$ cat config.mk
export PLATFORM = sky130hd
export DESIGN_NAME = pipeline_hazard_ctrl_flat
export DESIGN_NICKNAME = d
export VERILOG_FILES = /design/src/rtl/pipeline_hazard_ctrl_if.sv /design/src/rtl/pipeline_hazard_ctrl.sv /design/src/flat_wrapper.sv
export SDC_FILE = /design/constraint.sdc
export NUM_CORES = 1
export LEC_CHECK = 0
export CAP_MARGIN = 20
export CORE_ASPECT_RATIO = 0.75
export CORE_UTILIZATION = 38
export CTS_CLUSTER_SIZE = 28
export DETAILED_ROUTE_END_ITERATION = 16
export PLACE_DENSITY = 0.92
export SLEW_MARGIN = 20
export SYNTH_ARGS = -nofsm -noshare
export SYNTH_HDL_FRONTEND = slang
export SYNTH_SLANG_ARGS = --single-unit
$ cat constraint.sdc
create_clock -name clk -period 1.95 [get_ports clk]
set_input_delay 0.195 -clock clk [delete_from_list [all_inputs] [get_ports clk]]
set_output_delay 0.195 -clock clk [all_outputs]
set_load 0.1 [all_outputs]
$ cat src/rtl/pipeline_hazard_ctrl_if.sv
// pipeline_hazard_ctrl_if
// Bundles the signals exchanged between the RV32I datapath and the hazard
// controller.
//   master : datapath side. It drives the register addresses, control bits and
//            memory handshake. It receives the forwarding selects,
//            stall/flush enables and MemErr.
//   slave  : hazard controller side, with the opposite directions.
// Optional macro HAZARD_PERF_EN adds the StallCount/FlushCount outputs.
interface pipeline_hazard_ctrl_if #(
  parameter int REG_ADDR_W = 5
);
  logic [REG_ADDR_W-1:0] Rs1D;
  logic [REG_ADDR_W-1:0] Rs2D;
  logic [REG_ADDR_W-1:0] Rs1E;
  logic [REG_ADDR_W-1:0] Rs2E;
  logic [REG_ADDR_W-1:0] RdE;
  logic [1:0]            ResultSrcE;
  logic                  PCSrcE;
  logic [REG_ADDR_W-1:0] RdM;
  logic                  RegWriteM;
  logic [REG_ADDR_W-1:0] RdW;
  logic                  RegWriteW;
  logic                  MemReqM;
  logic                  MemAckM;

  logic [1:0]            ForwardAE;
  logic [1:0]            ForwardBE;
  logic                  StallF;
  logic                  StallD;
  logic                  FlushD;
  logic                  StallE;
  logic                  FlushE;
  logic                  StallM;
  logic                  FlushW;
  logic                  MemErr;
`ifdef HAZARD_PERF_EN
  logic [31:0]           StallCount;
  logic [31:0]           FlushCount;
`endif

  modport master (
    output Rs1D, Rs2D, Rs1E, Rs2E, RdE, ResultSrcE, PCSrcE,
           RdM, RegWriteM, RdW, RegWriteW, MemReqM, MemAckM,
    input  ForwardAE, ForwardBE, StallF, StallD, FlushD, StallE, FlushE,
           StallM, FlushW, MemErr
`ifdef HAZARD_PERF_EN
    , input StallCount, FlushCount
`endif
  );

  modport slave (
    input  Rs1D, Rs2D, Rs1E, Rs2E, RdE, ResultSrcE, PCSrcE,
           RdM, RegWriteM, RdW, RegWriteW, MemReqM, MemAckM,
    output ForwardAE, ForwardBE, StallF, StallD, FlushD, StallE, FlushE,
           StallM, FlushW, MemErr
`ifdef HAZARD_PERF_EN
    , output StallCount, FlushCount
`endif
  );
endinterface

$ cat src/rtl/pipeline_hazard_ctrl.sv
// pipeline_hazard_ctrl
// Central hazard controller for the 5-stage RV32I pipeline. It provides:
//   - Execute-stage operand forwarding selects. Memory has priority over Writeback.
//   - Load-use stall with a one-cycle bubble.
//   - Branch/jump flush.
//   - A data-memory wait FSM with a timeout and a sticky error.
// Ports:
//   clk : clock, rising edge
//   rst : synchronous active-high reset
//   hz  : pipeline_hazard_ctrl_if.slave, which carries all datapath inputs and
//         the hazard outputs
// Optional macro HAZARD_PERF_EN adds the saturating StallCount/FlushCount.
//
// state    | meaning
// ---------+-----------------------------------------------------------
// RUN      | no outstanding memory access beyond the current cycle
// MEM_WAIT | access outstanding; wait_cnt counts cycles spent waiting
// MEM_ERR  | ack never arrived; pipeline frozen until rst
module pipeline_hazard_ctrl #(
  parameter int REG_ADDR_W  = 5,
  parameter int MEM_TIMEOUT = 64
) (
  input logic                   clk,
  input logic                   rst,
  pipeline_hazard_ctrl_if.slave hz
);
  localparam int CNT_W = $clog2(MEM_TIMEOUT + 1);

  typedef enum logic [1:0] {
    RUN      = 2'd0,
    MEM_WAIT = 2'd1,
    MEM_ERR  = 2'd2
  } state_t;

  state_t           state_q, state_d;
  logic [CNT_W-1:0] wait_cnt_q, wait_cnt_d;

  logic       lw_stall;
  logic       mem_stall;
  logic [1:0] fwd_a, fwd_b;
  logic       stall_f, stall_d, flush_d, stall_e, flush_e, stall_m, flush_w;
  logic       mem_err;

  // Forwarding
  always_comb begin
    fwd_a = 2'b00;
    fwd_b = 2'b00;
    if (!rst) begin
      if (hz.RegWriteM && hz.RdM != REG_ADDR_W'(0) && hz.RdM == hz.Rs1E)
        fwd_a = 2'b10;
      else if (hz.RegWriteW && hz.RdW != REG_ADDR_W'(0) && hz.RdW == hz.Rs1E)
        fwd_a = 2'b01;
      if (hz.RegWriteM && hz.RdM != REG_ADDR_W'(0) && hz.RdM == hz.Rs2E)
        fwd_b = 2'b10;
      else if (hz.RegWriteW && hz.RdW != REG_ADDR_W'(0) && hz.RdW == hz.Rs2E)
        fwd_b = 2'b01;
    end
  end

  assign lw_stall  = (hz.ResultSrcE == 2'b01) && (hz.RdE != REG_ADDR_W'(0)) &&
                     ((hz.RdE == hz.Rs1D) || (hz.RdE == hz.Rs2D));
  assign mem_stall = (hz.MemReqM && !hz.MemAckM) || (state_q == MEM_ERR);

  // Stall/flush priority: reset, memory, redirect, load-use.
  always_comb begin
    stall_f = 1'b0;
    stall_d = 1'b0;
    flush_d = 1'b0;
    stall_e = 1'b0;
    flush_e = 1'b0;
    stall_m = 1'b0;
    flush_w = 1'b0;
    if (rst) begin
      flush_d = 1'b1;
      flush_e = 1'b1;
      flush_w = 1'b1;
    end else if (mem_stall) begin
      stall_f = 1'b1;
      stall_d = 1'b1;
      stall_e = 1'b1;
      stall_m = 1'b1;
      flush_w = 1'b1;
    end else if (hz.PCSrcE) begin
      flush_d = 1'b1;
      flush_e = 1'b1;
    end else if (lw_stall) begin
      stall_f = 1'b1;
      stall_d = 1'b1;
      flush_e = 1'b1;
    end
  end

  // The stored state only updates on the edge, so MemErr is gated so that it
  // reads 0 for the whole reset cycle.
  assign mem_err = !rst && (state_q == MEM_ERR);

  always_comb begin
    state_d    = state_q;
    wait_cnt_d = wait_cnt_q;
    case (state_q)
      RUN: begin
        if (hz.MemReqM && !hz.MemAckM) begin
          state_d    = MEM_WAIT;
          wait_cnt_d = CNT_W'(1);
        end
      end
      MEM_WAIT: begin
        if (hz.MemAckM) begin
          state_d    = RUN;
          wait_cnt_d = '0;
        end else if (wait_cnt_q == CNT_W'(MEM_TIMEOUT)) begin
          state_d = MEM_ERR;
        end else begin
          wait_cnt_d = wait_cnt_q + CNT_W'(1);
        end
      end
      MEM_ERR: begin
        state_d = MEM_ERR;
      end
      default: begin
        state_d    = RUN;
        wait_cnt_d = '0;
      end
    endcase
  end

  always_ff @(posedge clk) begin
    if (rst) begin
      state_q    <= RUN;
      wait_cnt_q <= '0;
    end else begin
      state_q    <= state_d;
      wait_cnt_q <= wait_cnt_d;
    end
  end

`ifdef HAZARD_PERF_EN
  logic [31:0] stall_count_q, stall_count_d;
  logic [31:0] flush_count_q, flush_count_d;
  logic        hazard_flush;

  // FlushE raised by a redirect or a load-use hazard. Reset-driven and
  // memory-stall cycles are excluded.
  assign hazard_flush = !rst && !mem_stall && (hz.PCSrcE || lw_stall);

  always_comb begin
    stall_count_d = stall_count_q;
    flush_count_d = flush_count_q;
    if (stall_f && stall_count_q != 32'hFFFF_FFFF)
      stall_count_d = stall_count_q + 32'd1;
    if (hazard_flush && flush_count_q != 32'hFFFF_FFFF)
      flush_count_d = flush_count_q + 32'd1;
  end

  always_ff @(posedge clk) begin
    if (rst) begin
      stall_count_q <= '0;
      flush_count_q <= '0;
    end else begin
      stall_count_q <= stall_count_d;
      flush_count_q <= flush_count_d;
    end
  end

  assign hz.StallCount = stall_count_q;
  assign hz.FlushCount = flush_count_q;
`endif

  assign hz.ForwardAE = fwd_a;
  assign hz.ForwardBE = fwd_b;
  assign hz.StallF    = stall_f;
  assign hz.StallD    = stall_d;
  assign hz.FlushD    = flush_d;
  assign hz.StallE    = stall_e;
  assign hz.FlushE    = flush_e;
  assign hz.StallM    = stall_m;
  assign hz.FlushW    = flush_w;
  assign hz.MemErr    = mem_err;
endmodule

$ cat src/flat_wrapper.sv
// flat-port wrapper written by rule: the top's interface ports become plain ports
module pipeline_hazard_ctrl_flat 
#(
  parameter int REG_ADDR_W  = 5,
  parameter int MEM_TIMEOUT = 64
)
  (clk, rst, hz_Rs1D, hz_Rs2D, hz_Rs1E, hz_Rs2E, hz_RdE, hz_ResultSrcE, hz_PCSrcE, hz_RdM, hz_RegWriteM, hz_RdW, hz_RegWriteW, hz_MemReqM, hz_MemAckM, hz_ForwardAE, hz_ForwardBE, hz_StallF, hz_StallD, hz_FlushD, hz_StallE, hz_FlushE, hz_StallM, hz_FlushW, hz_MemErr);
  pipeline_hazard_ctrl_if #(.REG_ADDR_W(REG_ADDR_W)) hz_i ();
  input logic clk;
  input logic rst;
  input wire logic [$bits(hz_i.Rs1D)-1:0] hz_Rs1D;
  input wire logic [$bits(hz_i.Rs2D)-1:0] hz_Rs2D;
  input wire logic [$bits(hz_i.Rs1E)-1:0] hz_Rs1E;
  input wire logic [$bits(hz_i.Rs2E)-1:0] hz_Rs2E;
  input wire logic [$bits(hz_i.RdE)-1:0] hz_RdE;
  input wire logic [$bits(hz_i.ResultSrcE)-1:0] hz_ResultSrcE;
  input wire logic [$bits(hz_i.PCSrcE)-1:0] hz_PCSrcE;
  input wire logic [$bits(hz_i.RdM)-1:0] hz_RdM;
  input wire logic [$bits(hz_i.RegWriteM)-1:0] hz_RegWriteM;
  input wire logic [$bits(hz_i.RdW)-1:0] hz_RdW;
  input wire logic [$bits(hz_i.RegWriteW)-1:0] hz_RegWriteW;
  input wire logic [$bits(hz_i.MemReqM)-1:0] hz_MemReqM;
  input wire logic [$bits(hz_i.MemAckM)-1:0] hz_MemAckM;
  output wire logic [$bits(hz_i.ForwardAE)-1:0] hz_ForwardAE;
  output wire logic [$bits(hz_i.ForwardBE)-1:0] hz_ForwardBE;
  output wire logic [$bits(hz_i.StallF)-1:0] hz_StallF;
  output wire logic [$bits(hz_i.StallD)-1:0] hz_StallD;
  output wire logic [$bits(hz_i.FlushD)-1:0] hz_FlushD;
  output wire logic [$bits(hz_i.StallE)-1:0] hz_StallE;
  output wire logic [$bits(hz_i.FlushE)-1:0] hz_FlushE;
  output wire logic [$bits(hz_i.StallM)-1:0] hz_StallM;
  output wire logic [$bits(hz_i.FlushW)-1:0] hz_FlushW;
  output wire logic [$bits(hz_i.MemErr)-1:0] hz_MemErr;
  assign hz_i.Rs1D = hz_Rs1D;
  assign hz_i.Rs2D = hz_Rs2D;
  assign hz_i.Rs1E = hz_Rs1E;
  assign hz_i.Rs2E = hz_Rs2E;
  assign hz_i.RdE = hz_RdE;
  assign hz_i.ResultSrcE = hz_ResultSrcE;
  assign hz_i.PCSrcE = hz_PCSrcE;
  assign hz_i.RdM = hz_RdM;
  assign hz_i.RegWriteM = hz_RegWriteM;
  assign hz_i.RdW = hz_RdW;
  assign hz_i.RegWriteW = hz_RegWriteW;
  assign hz_i.MemReqM = hz_MemReqM;
  assign hz_i.MemAckM = hz_MemAckM;
  assign hz_ForwardAE = hz_i.ForwardAE;
  assign hz_ForwardBE = hz_i.ForwardBE;
  assign hz_StallF = hz_i.StallF;
  assign hz_StallD = hz_i.StallD;
  assign hz_FlushD = hz_i.FlushD;
  assign hz_StallE = hz_i.StallE;
  assign hz_FlushE = hz_i.FlushE;
  assign hz_StallM = hz_i.StallM;
  assign hz_FlushW = hz_i.FlushW;
  assign hz_MemErr = hz_i.MemErr;
  pipeline_hazard_ctrl #(.REG_ADDR_W(REG_ADDR_W), .MEM_TIMEOUT(MEM_TIMEOUT)) u_core (.clk(clk), .rst(rst), .hz(hz_i));
endmodule
Yosys cells after proc, flatten, opt, wreduce, memory -nomap -nowiden. Cells that the tools add are included.

Register bits after elaboration: 9. Output and inout port bits: 12. Bits of input ports: 44.

$add $sub $neg: 1. Reductions and logical operators: 20. Multiplexer cells: 27. Bitwise operators: 1. Equal/unequal tests: 13.

Operators by type and width (count): 5-bit == test (6); 7-bit two-way mux (3); 7-bit case mux with 3 select lines (1); 1-bit two-way mux (15); 5-bit nonzero test (3); 2-bit two-way mux (7); 1-bit logical AND (10); 7-bit by 1-bit adder with 7-bit output, second input constant (1); 7-bit == test, second input constant (1); 2-bit case mux with 3 select lines (1); 2-bit by 1-bit == test with 1-bit output, second input constant (2); 3-bit by 2-bit != test with 1-bit output, second input constant (1); 3-bit != test, second input constant (1); 3-bit AND reduction (1); 2-bit == test, second input constant (1); 1-bit logical NOT (2); 2-bit logical NOT (1); 1-bit logical OR (2); 2-bit by 1-bit != test with 1-bit output, second input constant (1); 2-bit AND reduction (1); 1-bit NOT (1).

Logic depth before layout (Yosys ltp).
Depth in word-level cells: 7. Depth in mapped cells: 6.

Worst setup path before layout. Ideal clock, no wire load.

Path kind: reg2out. Start point: register u_core.state_q[0]. End point: output port hz_StallF. Cell stages (with the launch flop): 7. Setup slack: -2.537 ns. Buffers on the path: 1. Arrival time: 4.292 ns. Path through: dfxtp_1 > nand2b_1 > a21boi_0 > a21oi_1 > inv_1 > o31ai_1 > buf_4.

Word-level cells in the longest chain between the ends: 4.

RTL lines: start, declared (RTL line pipeline_hazard_ctrl.sv:35) `state_t state_q, state_d;`; start signal, assigned (RTL line pipeline_hazard_ctrl.sv:132) `state_q <= state_d;`; 2-bit == test (RTL line pipeline_hazard_ctrl.sv:62) `assign mem_stall = (hz.MemReqM && !hz.MemAckM) || (state_q == MEM_ERR);`; 1-bit logical OR (RTL line pipeline_hazard_ctrl.sv:62); 1-bit two-way mux (2 in a row); end, declared (RTL line flat_wrapper.sv:26) `output wire logic [$bits(hz_i.StallF)-1:0] hz_StallF;`.

Every way passes these cells.

Worst setup path after layout.
Start point: register u_core.state_q[0]. End point: output port hz_StallD.

Word-level cells in the longest chain between the ends: 4.

RTL lines: 2-bit == test (RTL line pipeline_hazard_ctrl.sv:62); 1-bit logical OR (RTL line pipeline_hazard_ctrl.sv:62); 1-bit two-way mux (RTL line pipeline_hazard_ctrl.sv:77) `end else if (mem_stall) begin`; 1-bit two-way mux (RTL line pipeline_hazard_ctrl.sv:73) `if (rst) begin`; end, declared (RTL line flat_wrapper.sv:27) `output wire logic [$bits(hz_i.StallD)-1:0] hz_StallD;`.

Every way passes these cells.

==> key figures <==
Outcome
  – Outcome: complete, but fails checks
  – Violated checks: setup timing

Clock tree
  – CTS hold repair buffers: 0
  – CTS buffer count: 3
  – Max Root-Sink Buffers: 2
  – Clock Latency Late Sink: around 0.27 ns
  – H-tree lvl count: 1
  – CTS tree: done
  – Reg clk slew, reported paths: around 0.07 ns
  – Root buf cell: clkbuf_4
  – Clock sinks: 9

Logic synthesis
  – Syn avg cell area: 7.90 sq um
  – Largest cells by area after synthesis: xor2_1 (18%), dfxtp_1 (18%), xnor2_1 (11%)
  – Primary FF master, synth: dfxtp_1
  – Synthesized flop and latch total: 9
  – Number of flops mapped to enable cells by yosys: 0
  – Post-Syn Nets: roughly 170
  – Synth area leader: xor2_1
  – Cells after synthesis: between 100 and 150
  – List of most frequent post-synthesis cells: xor2_1 (21), xnor2_1 (12), dfxtp_1 (9)
  – Part of the Yosys area used for sequential elements: between 10% and 20%
  – Fraction of registers with async set/reset: 0%
  – Synthesized area: between 900 and 1000 sq um
  – Synth cell types: 36
  – Area fraction of the dominant cell type after synthesis: 18.5%
  – Synth warn: 0
  – Top-count cell post-synth: xor2_1

Power and ir drop
  – Int Power: approximately 0.45 mW
  – VDD IR max: about 0.00033 V
  – Overall power: around 0.74 mW
  – Sequential share of power: 25.6%
  – Clock Power Share: 20.6%
  – Sw Ratio: between 30% and 40%
  – Sw power: between 0.2 and 0.3 mW
  – PwrDens: between 300 and 400 nW/um^2
  – Static Leak: ~0.87 nW
  – Combinational fraction of design power: 53.8%

Die
  – I/O pin total: 56
  – Die area: between 2000 and 3000 sq um
  – Die Wd: between 60 and 70 um
  – Chip height: around 46 um
  – Core Area: 2380 sq um
  – Initial core utilization: 41.8%
  – Row count: 15

Timing
  – Final Worst Setup Slack: -0.0890 ns
  – Min Hold Slack: around 0.42 ns
  – Final period utilization: 105%
  – Setup TNS: -0.239 ns
  – RSZ-0062 raised after global routing: yes
  – Rel. slew slack: roughly three quarters
  – Hold Violations, Final: 0
  – Tightest Pin Transition: between 0.4 and 0.5 ns
  – Crit path time final: between 2 and 2.5 ns
  – Fmax: ~0.49 GHz
  – Clock skew: a little over 0.004 ns
  – # setup viols final: 3
  – Slew Limit Fails: 0

Cells and area
  – Layout area overhead: 106%
  – Share of layout cells above drive strength 1: 33.8%
  – Final nets: 251
  – Antenna diode count: 0

Route
  – Drc violations: 0
  – DRT iter0 DRCs: 61
  – Drt total wl: between 3 and 4 mm
  – Routed len/inst: 16.4 um
  – Via count: about 1300
  – Remaining antenna violation count: 0
  – First-pass detailed-route iteration total: 4
  – Vias per Instance: about 5.4

Global route
  – Total GRT Usage: 27.6%
  – GR Overflow Total: 0
  – Vias in the first global route: between 1000 and 1500
  – Largest net degree at the start of global routing: 13
  – Initial antenna violation count: 0
  – Global-route wire length before repair: 5.51 mm

Worst setup path
  – WP data arrival: between 1.5 and 2 ns
  – Worst EP required: 1.75 ns
  – Crit end category: output port
  – Crit path kind: reg2out
  – CP Max Fanout: 3
  – Startpoint class of the critical path: register

Placed design
  – Port bufs: 55
  – DP Wirelength: ~2.9 mm
  – Gpl congestion: between 0.8 and 0.9
  – Pre-CTS worst setup slack: -0.192 ns

Run
  – Maxcap violations: 0

Hold path
  – Hold Crit Class: in2reg
## cells in the final DEF, fill, tap and decap left out, drive strengths merged, types with 3 or more instances in the layout
master | synthesis | layout
clkdlybuf4s50 | 0 | 25
inv | 8 | 6
nor2b | 4 | 4
dfxtp | 9 | 9
or4 | 5 | 5
a21oi | 6 | 6
dlygate4sd2 | 0 | 3
clkbuf | 1 | 6
nand3 | 4 | 4
buf | 2 | 36
nand2 | 4 | 4
nor4 | 4 | 4
o21ai | 6 | 6
xnor2 | 12 | 12
nor3 | 8 | 8
nor2 | 7 | 7
xor2 | 21 | 21
dlymetal6s2s | 0 | 9
## stage by stage
stage | utilization, % | cell area (sq um) | cells
2_1_floorplan | - | 1140 | 126
3_3_place_gp | 81.6 | 1950 | 229
3_5_place_dp | 81.6 | 1950 | 229
4_1_cts | 83.6 | 1990 | 236
5_1_grt | 86.2 | 2060 | 238
6_report | 86.2 | 2060 | 238
## power groups by stage
stage	clock network (mW)	registers, mW	logic, mW
2_1_floorplan	0	0.194	0.184
4_1_cts	0.152	0.189	0.382
3_3_place_gp	0	0.194	0.364
6_report	0.152	0.189	0.397
3_5_place_dp	0	0.195	0.378
5_1_grt	0.164	0.189	0.414
## cell type report
cell class / count / area [sq um]
Tap cell: 34 / 42.5
Inverter: 8 / 37.5
Fill cell: 127 / 328
Timing Repair Buffer: 77 / 840
Clock buffer: 4 / 26.3
Sequential cell: 9 / 185
Multi-Input combinational cell: 106 / 925
## repair_timing
action / CTS / global route
resized for setup: 21 / 21
setup buffers: 3 / 2
endpoints found under the setup margin: 7 / 7
pin swaps: 6 / 5
endpoints found under the hold margin: 0 / 0
## state kept, by name, summed over array words and instances (netlist names)
signal             count
u_core.wait_cnt_q      7
u_core.state_q         2
## worst max-delay path: stages (launching register included)
cell,delay [ns]
dfxtp_4,0.35
nand2b_4,0.13
a21boi_4,0.15
a21oi_4,0.21
clkinvlp_4,0.15
o31ai_4,0.36
buf_12,0.22
## layer usage
| metal | vias to the layer above | GRT usage (%) | share of wire (%) |
|---|---|---|---|
| met5 | - | 0 | 0 |
| met4 | 0 | 8.64 | 4.0 |
| met3 | 23 | 7.58 | 7.1 |
| met2 | 73 | 57.4 | 57 |
| met1 | 587 | 25.8 | 32 |
| li1 | 603 | - | - |
## cells by family (layout without fill, tap and decap cells)
| logic type | Yosys count | after routing | synth area share (%) |
|---|---|---|---|
| xor gates and xnor gates | 33 | 33 | 29.0 |
| AOI/OAI and AO/OA | 25 | 25 | 16.8 |
| adders and majority gates | 2 | 2 | 2.51 |
| buffers and inverters | 11 | 89 | 4.90 |
| and+or+nand+nor | 46 | 46 | 28.6 |
| DFF | 9 | 9 | 18.1 |
## path summary, 6_finish.rpt
path | endpoint | cells after the start | slack [ns] | startpoint
min reg2reg | u_core.wait_cnt_q[0] | 2 | 0.54 | u_core.wait_cnt_q[0]
max | hz_StallD | 6 | -0.09 | u_core.state_q[0]
max reg2reg | u_core.wait_cnt_q[5] | 6 | 0.22 | u_core.wait_cnt_q[0]
min | u_core.wait_cnt_q[0] | 3 | 0.42 | rst
(Power assumes the default switching activity.)
